--- config.mk ---
export PLATFORM = sky130hd
export DESIGN_NAME = breakout_game_ctrl_flat
export DESIGN_NICKNAME = d
export VERILOG_FILES = /design/src/rtl/breakout_game_ctrl_if.sv /design/src/rtl/breakout_game_ctrl.sv /design/src/flat_wrapper.sv
export SDC_FILE = /design/constraint.sdc
export NUM_CORES = 1
export LEC_CHECK = 0
export BUFFER_PORTS_ARGS = -buffer_cell sky130_fd_sc_hd__buf_2
export CAP_MARGIN = 20
export CORE_ASPECT_RATIO = 0.75
export CORE_MARGIN = 1
export CORE_UTILIZATION = 45
export DETAILED_ROUTE_END_ITERATION = 10
export PLACE_DENSITY = 0.69
export SLEW_MARGIN = 10
export SYNTH_ARGS = -nofsm -noshare
export SYNTH_HDL_FRONTEND = slang
export SYNTH_SLANG_ARGS = --single-unit
export TNS_END_PERCENT = 30
--- constraint.sdc ---
create_clock -name clk -period 1.4 [get_ports clk]
set_input_delay 0.07 -clock clk [delete_from_list [all_inputs] [get_ports clk]]
set_output_delay 0.07 -clock clk [all_outputs]
set_load 0.05 [all_outputs]
--- src/rtl/breakout_game_ctrl_if.sv ---
// Signal bundle between the breakout frame logic and the game-flow sequencer.
// The pause member exists only when GAME_CTRL_PAUSE_EN is defined.
interface breakout_game_ctrl_if;
    logic       pixpulse;
    logic       frame_tick;
    logic       start;
    logic       ball_lost;
    logic       all_broken;
`ifdef GAME_CTRL_PAUSE_EN
    logic       pause;
`endif
    logic       move_en;
    logic       ball_respawn;
    logic       unbreak;
    logic [1:0] lives;
    logic [2:0] state;
    logic       game_over;
    logic       win;

`ifdef GAME_CTRL_PAUSE_EN
    modport master (output pixpulse, frame_tick, start, ball_lost, all_broken, pause,
                    input  move_en, ball_respawn, unbreak, lives, state, game_over, win);
    modport slave  (input  pixpulse, frame_tick, start, ball_lost, all_broken, pause,
                    output move_en, ball_respawn, unbreak, lives, state, game_over, win);
`else
    modport master (output pixpulse, frame_tick, start, ball_lost, all_broken,
                    input  move_en, ball_respawn, unbreak, lives, state, game_over, win);
    modport slave  (input  pixpulse, frame_tick, start, ball_lost, all_broken,
                    output move_en, ball_respawn, unbreak, lives, state, game_over, win);
`endif
endinterface

--- src/rtl/breakout_game_ctrl.sv ---
// Game-flow sequencer: gates the per-frame move strobe, issues respawn/unbreak pulses, tracks lives.
// Latency: move_en combinational; state/lives/pulses registered; start/pause rise seen 3 clk after the raw edge.
// Backpressure: none, event driven; optional pause state enabled by GAME_CTRL_PAUSE_EN.
module breakout_game_ctrl #(
    parameter int LIVES        = 3,
    parameter int SERVE_FRAMES = 60,
    parameter int LOST_FRAMES  = 90,
    parameter int CNT_W        = 7
) (
    input  logic               clk,
    input  logic               rst_n,
    breakout_game_ctrl_if.slave bus
);
    typedef enum logic [2:0] {
        S_IDLE  = 3'd0,
        S_SERVE = 3'd1,
        S_PLAY  = 3'd2,
        S_LOST  = 3'd3,
        S_OVER  = 3'd4,
        S_WIN   = 3'd5,
        S_PAUSE = 3'd6
    } state_t;

    localparam logic [1:0]       LIVES_INIT = 2'(LIVES);
    localparam logic [CNT_W-1:0] SERVE_LAST = CNT_W'(SERVE_FRAMES - 1);
    localparam logic [CNT_W-1:0] LOST_LAST  = CNT_W'(LOST_FRAMES - 1);

    state_t           r_state;
    state_t           w_state_nxt;
    logic [1:0]       r_lives;
    logic [1:0]       w_lives_nxt;
    logic [CNT_W-1:0] r_frame_cnt;
    logic             r_respawn;
    logic             r_unbreak;
    logic             w_respawn_nxt;
    logic             w_unbreak_nxt;
    logic             w_tick;

    logic [1:0]       r_start_sync;
    logic             r_start_q;
    logic             r_start_rise;
    logic             w_pause_rise;

    // frame_tick is defined to coincide with pixpulse; qualifying with both keeps stray ticks out
    assign w_tick = bus.frame_tick & bus.pixpulse;

    always_ff @(posedge clk or negedge rst_n) begin
        if (!rst_n) begin
            r_start_sync <= 2'b00;
            r_start_q    <= 1'b0;
            r_start_rise <= 1'b0;
        end else begin
            r_start_sync <= {r_start_sync[0], bus.start};
            r_start_q    <= r_start_sync[1];
            r_start_rise <= r_start_sync[1] & ~r_start_q;
        end
    end

`ifdef GAME_CTRL_PAUSE_EN
    logic [1:0] r_pause_sync;
    logic       r_pause_q;
    logic       r_pause_rise;

    always_ff @(posedge clk or negedge rst_n) begin
        if (!rst_n) begin
            r_pause_sync <= 2'b00;
            r_pause_q    <= 1'b0;
            r_pause_rise <= 1'b0;
        end else begin
            r_pause_sync <= {r_pause_sync[0], bus.pause};
            r_pause_q    <= r_pause_sync[1];
            r_pause_rise <= r_pause_sync[1] & ~r_pause_q;
        end
    end

    assign w_pause_rise = r_pause_rise;
`else
    assign w_pause_rise = 1'b0;
`endif

    always_ff @(posedge clk or negedge rst_n) begin
        if (!rst_n) begin
            r_state     <= S_IDLE;
            r_lives     <= LIVES_INIT;
            r_frame_cnt <= '0;
            r_respawn   <= 1'b0;
            r_unbreak   <= 1'b0;
        end else begin
            r_state   <= w_state_nxt;
            r_lives   <= w_lives_nxt;
            r_respawn <= w_respawn_nxt;
            r_unbreak <= w_unbreak_nxt;
            if (w_state_nxt != r_state)
                r_frame_cnt <= '0;
            else if (w_tick && r_state != S_PAUSE)
                r_frame_cnt <= r_frame_cnt + 1'b1;
        end
    end

    always_comb begin
        w_state_nxt   = r_state;
        w_lives_nxt   = r_lives;
        w_respawn_nxt = 1'b0;
        w_unbreak_nxt = 1'b0;
        case (r_state)
            S_IDLE: begin
                w_lives_nxt = LIVES_INIT;
                if (r_start_rise) begin
                    w_state_nxt   = S_SERVE;
                    w_respawn_nxt = 1'b1;
                    w_unbreak_nxt = 1'b1;
                end
            end
            S_SERVE: begin
                if (w_tick && r_frame_cnt == SERVE_LAST)
                    w_state_nxt = S_PLAY;
            end
            S_PLAY: begin
                // clearing the wall outranks losing the ball on the same frame
                if (w_tick && bus.all_broken) begin
                    w_state_nxt = S_WIN;
                end else if (w_tick && bus.ball_lost) begin
                    if (r_lives <= 2'd1) begin
                        w_lives_nxt = 2'd0;
                        w_state_nxt = S_OVER;
                    end else begin
                        w_lives_nxt = r_lives - 2'd1;
                        w_state_nxt = S_LOST;
                    end
                end else if (w_pause_rise) begin
                    w_state_nxt = S_PAUSE;
                end
            end
            S_LOST: begin
                if (w_tick && r_frame_cnt == LOST_LAST) begin
                    w_state_nxt   = S_SERVE;
                    w_respawn_nxt = 1'b1;
                end
            end
            S_OVER, S_WIN: begin
                if (r_start_rise) begin
                    w_lives_nxt   = LIVES_INIT;
                    w_state_nxt   = S_SERVE;
                    w_respawn_nxt = 1'b1;
                    w_unbreak_nxt = 1'b1;
                end
            end
            S_PAUSE: begin
                if (w_pause_rise)
                    w_state_nxt = S_PLAY;
            end
            default: w_state_nxt = S_IDLE;
        endcase
    end

    always_comb begin
        bus.move_en      = (r_state == S_PLAY) & w_tick;
        bus.ball_respawn = r_respawn;
        bus.unbreak      = r_unbreak;
        bus.lives        = r_lives;
        bus.state        = r_state;
        bus.game_over    = (r_state == S_OVER);
        bus.win          = (r_state == S_WIN);
    end
endmodule

--- src/flat_wrapper.sv ---
// flat-port wrapper written by rule: the top's interface ports become plain ports
module breakout_game_ctrl_flat 
#(
    parameter int LIVES        = 3,
    parameter int SERVE_FRAMES = 60,
    parameter int LOST_FRAMES  = 90,
    parameter int CNT_W        = 7
)
  (clk, rst_n, bus_pixpulse, bus_frame_tick, bus_start, bus_ball_lost, bus_all_broken, bus_move_en, bus_ball_respawn, bus_unbreak, bus_lives, bus_state, bus_game_over, bus_win);
  breakout_game_ctrl_if bus_i ();
  input  logic clk;
  input  logic rst_n;
  input wire logic [$bits(bus_i.pixpulse)-1:0] bus_pixpulse;
  input wire logic [$bits(bus_i.frame_tick)-1:0] bus_frame_tick;
  input wire logic [$bits(bus_i.start)-1:0] bus_start;
  input wire logic [$bits(bus_i.ball_lost)-1:0] bus_ball_lost;
  input wire logic [$bits(bus_i.all_broken)-1:0] bus_all_broken;
  output wire logic [$bits(bus_i.move_en)-1:0] bus_move_en;
  output wire logic [$bits(bus_i.ball_respawn)-1:0] bus_ball_respawn;
  output wire logic [$bits(bus_i.unbreak)-1:0] bus_unbreak;
  output wire logic [$bits(bus_i.lives)-1:0] bus_lives;
  output wire logic [$bits(bus_i.state)-1:0] bus_state;
  output wire logic [$bits(bus_i.game_over)-1:0] bus_game_over;
  output wire logic [$bits(bus_i.win)-1:0] bus_win;
  assign bus_i.pixpulse = bus_pixpulse;
  assign bus_i.frame_tick = bus_frame_tick;
  assign bus_i.start = bus_start;
  assign bus_i.ball_lost = bus_ball_lost;
  assign bus_i.all_broken = bus_all_broken;
  assign bus_move_en = bus_i.move_en;
  assign bus_ball_respawn = bus_i.ball_respawn;
  assign bus_unbreak = bus_i.unbreak;
  assign bus_lives = bus_i.lives;
  assign bus_state = bus_i.state;
  assign bus_game_over = bus_i.game_over;
  assign bus_win = bus_i.win;
  breakout_game_ctrl #(.LIVES(LIVES), .SERVE_FRAMES(SERVE_FRAMES), .LOST_FRAMES(LOST_FRAMES), .CNT_W(CNT_W)) u_core (.clk(clk), .rst_n(rst_n), .bus(bus_i));
endmodule
==> summary by stage <==
Status
The run finished, with violations left. The final reports fail on setup timing.

CTS
At the later pin of the worst-skew pair, clock insertion delay measures 0.30 ns. In this run, CTS created clock tree buffers numbering 3. CTS built an H-tree with a depth of 1. TritonCTS built the clock tree. The clock sink count is 18.

In this run the deepest clock path goes through 2 buffers. The cell sitting at the root of the clock tree is a sky130_fd_sc_hd__clkbuf_4. Clock-pin slew was measured on the worst setup and hold paths at 0.10 ns.

Yosys
The post-synth net total is between 100 and 150. The average instance area after synthesis is between 10 and 15 um2. In the synthesized netlist, the cells that appear most often are sky130_fd_sc_hd__dfrtp_1 (16), sky130_fd_sc_hd__nor3_1 (10), sky130_fd_sc_hd__xor2_1 (6). The area share of the leading cell type in the synthesized netlist is 0.399. For this run, the leading register cell type out of synthesis is sky130_fd_sc_hd__dfrtp_1. The number of synthesized register bits is 18. The part of the Yosys area used for sequential elements is 0.451.

For this run, the number of Yosys warnings is 0. The number of enable-type register cells in the synthesized netlist is 0. The count of cell types in the netlist is 37. In the synthesized netlist, the number of instances is 96. The largest total area in the synthesized netlist belongs to sky130_fd_sc_hd__dfrtp_1.

Yosys attributes the largest share of cell area to sky130_fd_sc_hd__dfrtp_1 (40%), sky130_fd_sc_hd__dfstp_2 (5.2%), sky130_fd_sc_hd__xor2_1 (5.2%). The cell area after synthesis is roughly 0.001 mm2. The leading cell type by number of instances after synthesis is sky130_fd_sc_hd__dfrtp_1.

After synthesis, the share of flip-flops with an asynchronous set or reset is 1.00.

Critical path
The worst-path maximum fanout is 7. For flop-to-flop paths, the worst setup slack is -0.12 ns. Counting cells, the worst reg-to-reg path comes to 7.

The kind of critical path is reg -> reg. STA classifies the critical path startpoint as a flip-flop. Data on the critical path is required at its endpoint by 1.58 ns. The capturing element type of the critical path is a flip-flop.

Data on the critical path arrives at its endpoint at 1.70 ns.

Global route
The via count of the first global-routing pass is 872. The number of antenna violations at the first check in global routing is 0. Entering global routing, the biggest net connects 19 pins.

For this run the aggregate overflow at the end of global routing stands at 0. The total track usage is 0.233. The wire length of the first global-routing pass is 4.19 mm.

Route
Signal routing reaches up to met4. The number of nets with antenna violations after routing is 0. After detailed routing, the total wire length is 2.55 mm. In the routed layout, each cell is associated on average with a via count of 5.60. After detailed routing, the average wire length per cell comes to 15.3 um.

After detailed routing, the number of remaining DRC violations is 0. Across all layers, the routed design uses 935 vias. Wire segments on met2 add up to 1.24 mm in the final route. After the first detailed-routing iteration, the DRC count stood at 24. The detailed router put a total of 1.16 mm of wire on met1. The met3 wirelength from detailed routing is 118 um. The first TritonRoute pass finished after 4 iterations.

Place
The port buffer count is 16. The detailed placement HPWL is approximately 1.8 mm. Including well taps, the total number of placed cells is about 150.

Routability-driven placement finished with a final weighted congestion of 0.833.

Finish
In the final layout, the share of cells above drive strength 1 is 0.545. Compared with the post-synthesis result, the final layout area differs by 52.6%. Once layout is complete, the cells apart from fillers number 167. 0 antenna diodes ended up in the layout. The final layout net count is 153.

STA
Subtracting the final worst setup slack from the clock period gives 1.52 ns. Derived from the worst setup path, the maximum achievable clock frequency is 659 MHz. The number of failing setup endpoints in the final timing report is 11. The worst pin sits at a relative slew slack of 0.739. The count of pins over their slew limit is 0. Across all setup checks in the final design, the least slack found is -0.117 ns. The final count of hold timing violations is 0. Setup repair after global routing could not meet its margin everywhere.

After routing, the total negative slack on setup checks comes to -0.920 ns. The clock skew after layout is 0.00704 ns. For the pin with the worst max-slew slack, the measured transition is 0.392 ns. The portion of the clock cycle consumed by the worst path in the final layout is 1.08.

Floorplan
The floorplan row count is 14. The y dimension of the die is roughly 43 um. 17 I/O pins were placed. The die area is 0.00242 mm2. The die width is 56.5 um. After floorplanning, the core was sized to cover 0.00205 mm2.

The effective utilization at floorplan is 0.490.

Power and ir drop
Dividing total power by cell area gives a power density of 1210 mW/mm2. The total leakage power is slightly below 0.7 nW. The peak ir drop on the vdd network is 0.993 mV.

Min path
The min-delay analysis places its worst path in the category in -> async.

Run
The max-cap check violation count is 0.
## layout make-up
type | count | area, um2
Clock buffer | 4 | 36.3
Multi-Input combinational cell | 71 | 637
Fill cell | 143 | 518
Timing Repair Buffer | 46 | 357
Sequential cell | 18 | 457
Tap cell | 24 | 30.0
Inverter | 4 | 15.0
## final timing paths
kind	start	to
worst max-delay path	u_core.r_frame_cnt[1]	u_core.r_frame_cnt[1]
worst min-delay path	rst_n	u_core.bus.ball_respawn
worst max register to register	u_core.r_frame_cnt[1]	u_core.r_frame_cnt[1]
worst min register to register	u_core.r_start_sync[0]	u_core.r_start_sync[1]
max in group asynchronous	rst_n	u_core.bus.lives[1]
min in group clk	bus_ball_lost	u_core.bus.lives[1]
## worst max-delay path, stage by stage (launching register included)
cell                       delay [ns]
sky130_fd_sc_hd__dfrtp_1         0.41
sky130_fd_sc_hd__inv_2           0.08
sky130_fd_sc_hd__ha_4            0.11
sky130_fd_sc_hd__and4bb_2        0.27
sky130_fd_sc_hd__a21oi_4         0.08
sky130_fd_sc_hd__a311oi_4        0.22
sky130_fd_sc_hd__buf_6           0.18
sky130_fd_sc_hd__nor3_1          0.06
## layer usage
layer | GRT usage | vias to the layer above
met1 | 0.301 | 462
met4 | 0.0634 | 0
met5 | 0 | -
met2 | 0.376 | 23
met3 | 0.0762 | 4
li1 | - | 446
## cell usage in the layout, fill, tap and decap left out, types with 3 or more instances in the layout
cell type,count
sky130_fd_sc_hd__nor2_1,4
sky130_fd_sc_hd__o21ai_0,4
sky130_fd_sc_hd__nand4_1,5
sky130_fd_sc_hd__clkbuf_4,3
sky130_fd_sc_hd__xor2_1,6
sky130_fd_sc_hd__nor3_4,3
sky130_fd_sc_hd__nor3_1,3
sky130_fd_sc_hd__and4_1,3
sky130_fd_sc_hd__nor3_2,4
sky130_fd_sc_hd__dfrtp_2,3
sky130_fd_sc_hd__buf_2,13
sky130_fd_sc_hd__buf_6,7
sky130_fd_sc_hd__and2_1,3
sky130_fd_sc_hd__buf_4,23
sky130_fd_sc_hd__nand2_1,4
sky130_fd_sc_hd__dfrtp_1,13
## metrics by stage
stage / hold WS [ns] / instance area, um2 / power (mW) / setup slack [ns] / util
floorplan: -0.226 / 1040 / 1.01 / -0.118 / -
global placement: 0.00724 / 1290 / 1.25 / -0.0783 / 0.628
detailed placement: 0.0161 / 1290 / 1.29 / -0.174 / 0.628
CTS: 0.221 / 1450 / 1.71 / -0.107 / 0.705
global route: 0.251 / 1530 / 1.97 / -0.171 / 0.747
finish: 0.213 / 1530 / 1.86 / -0.117 / 0.747
## flip-flops by register name, summed over array words and instances, names as in the netlist
name and cells:
u_core.r_frame_cnt 7, u_core.bus.state 3, u_core.bus.lives 2, u_core.r_start_sync 2, u_core.bus.ball_respawn 1, u_core.bus.unbreak 1, u_core.r_start_q 1, u_core.r_start_rise 1
## cell families (layout without fill, tap and decap cells)
group / after synthesis / in the layout / synth area share
flops: 18 / 18 / 0.451
mux: 1 / 1 / 0.0112
simple gates: 43 / 43 / 0.273
xor+xnor: 6 / 6 / 0.0524
fa+ha+maj: 2 / 2 / 0.0249
compound gates: 19 / 19 / 0.152
buf+inv: 7 / 54 / 0.0349
## report_power, final
| group | switching (mW) | leakage [nW] | internal (mW) | total, mW |
|---|---|---|---|---|
| clock network | 0.158 | 0.0210 | 0.159 | 0.317 |
| registers | 0.0864 | 0.219 | 0.629 | 0.715 |
| logic | 0.383 | 0.452 | 0.444 | 0.827 |
| total | 0.628 | 0.691 | 1.23 | 1.86 |
## timing repair
| item | 4_1_cts | 5_1_grt |
|---|---|---|
| resized for setup | 16 | 13 |
| hold endpoints to repair | 17 | 0 |
| pin swaps | 2 | 6 |
| buffers inserted | 5 | 3 |
| hold buffers | 2 | 0 |
| endpoints found under the setup margin | 12 | 14 |
(Power assumes the default switching activity.)
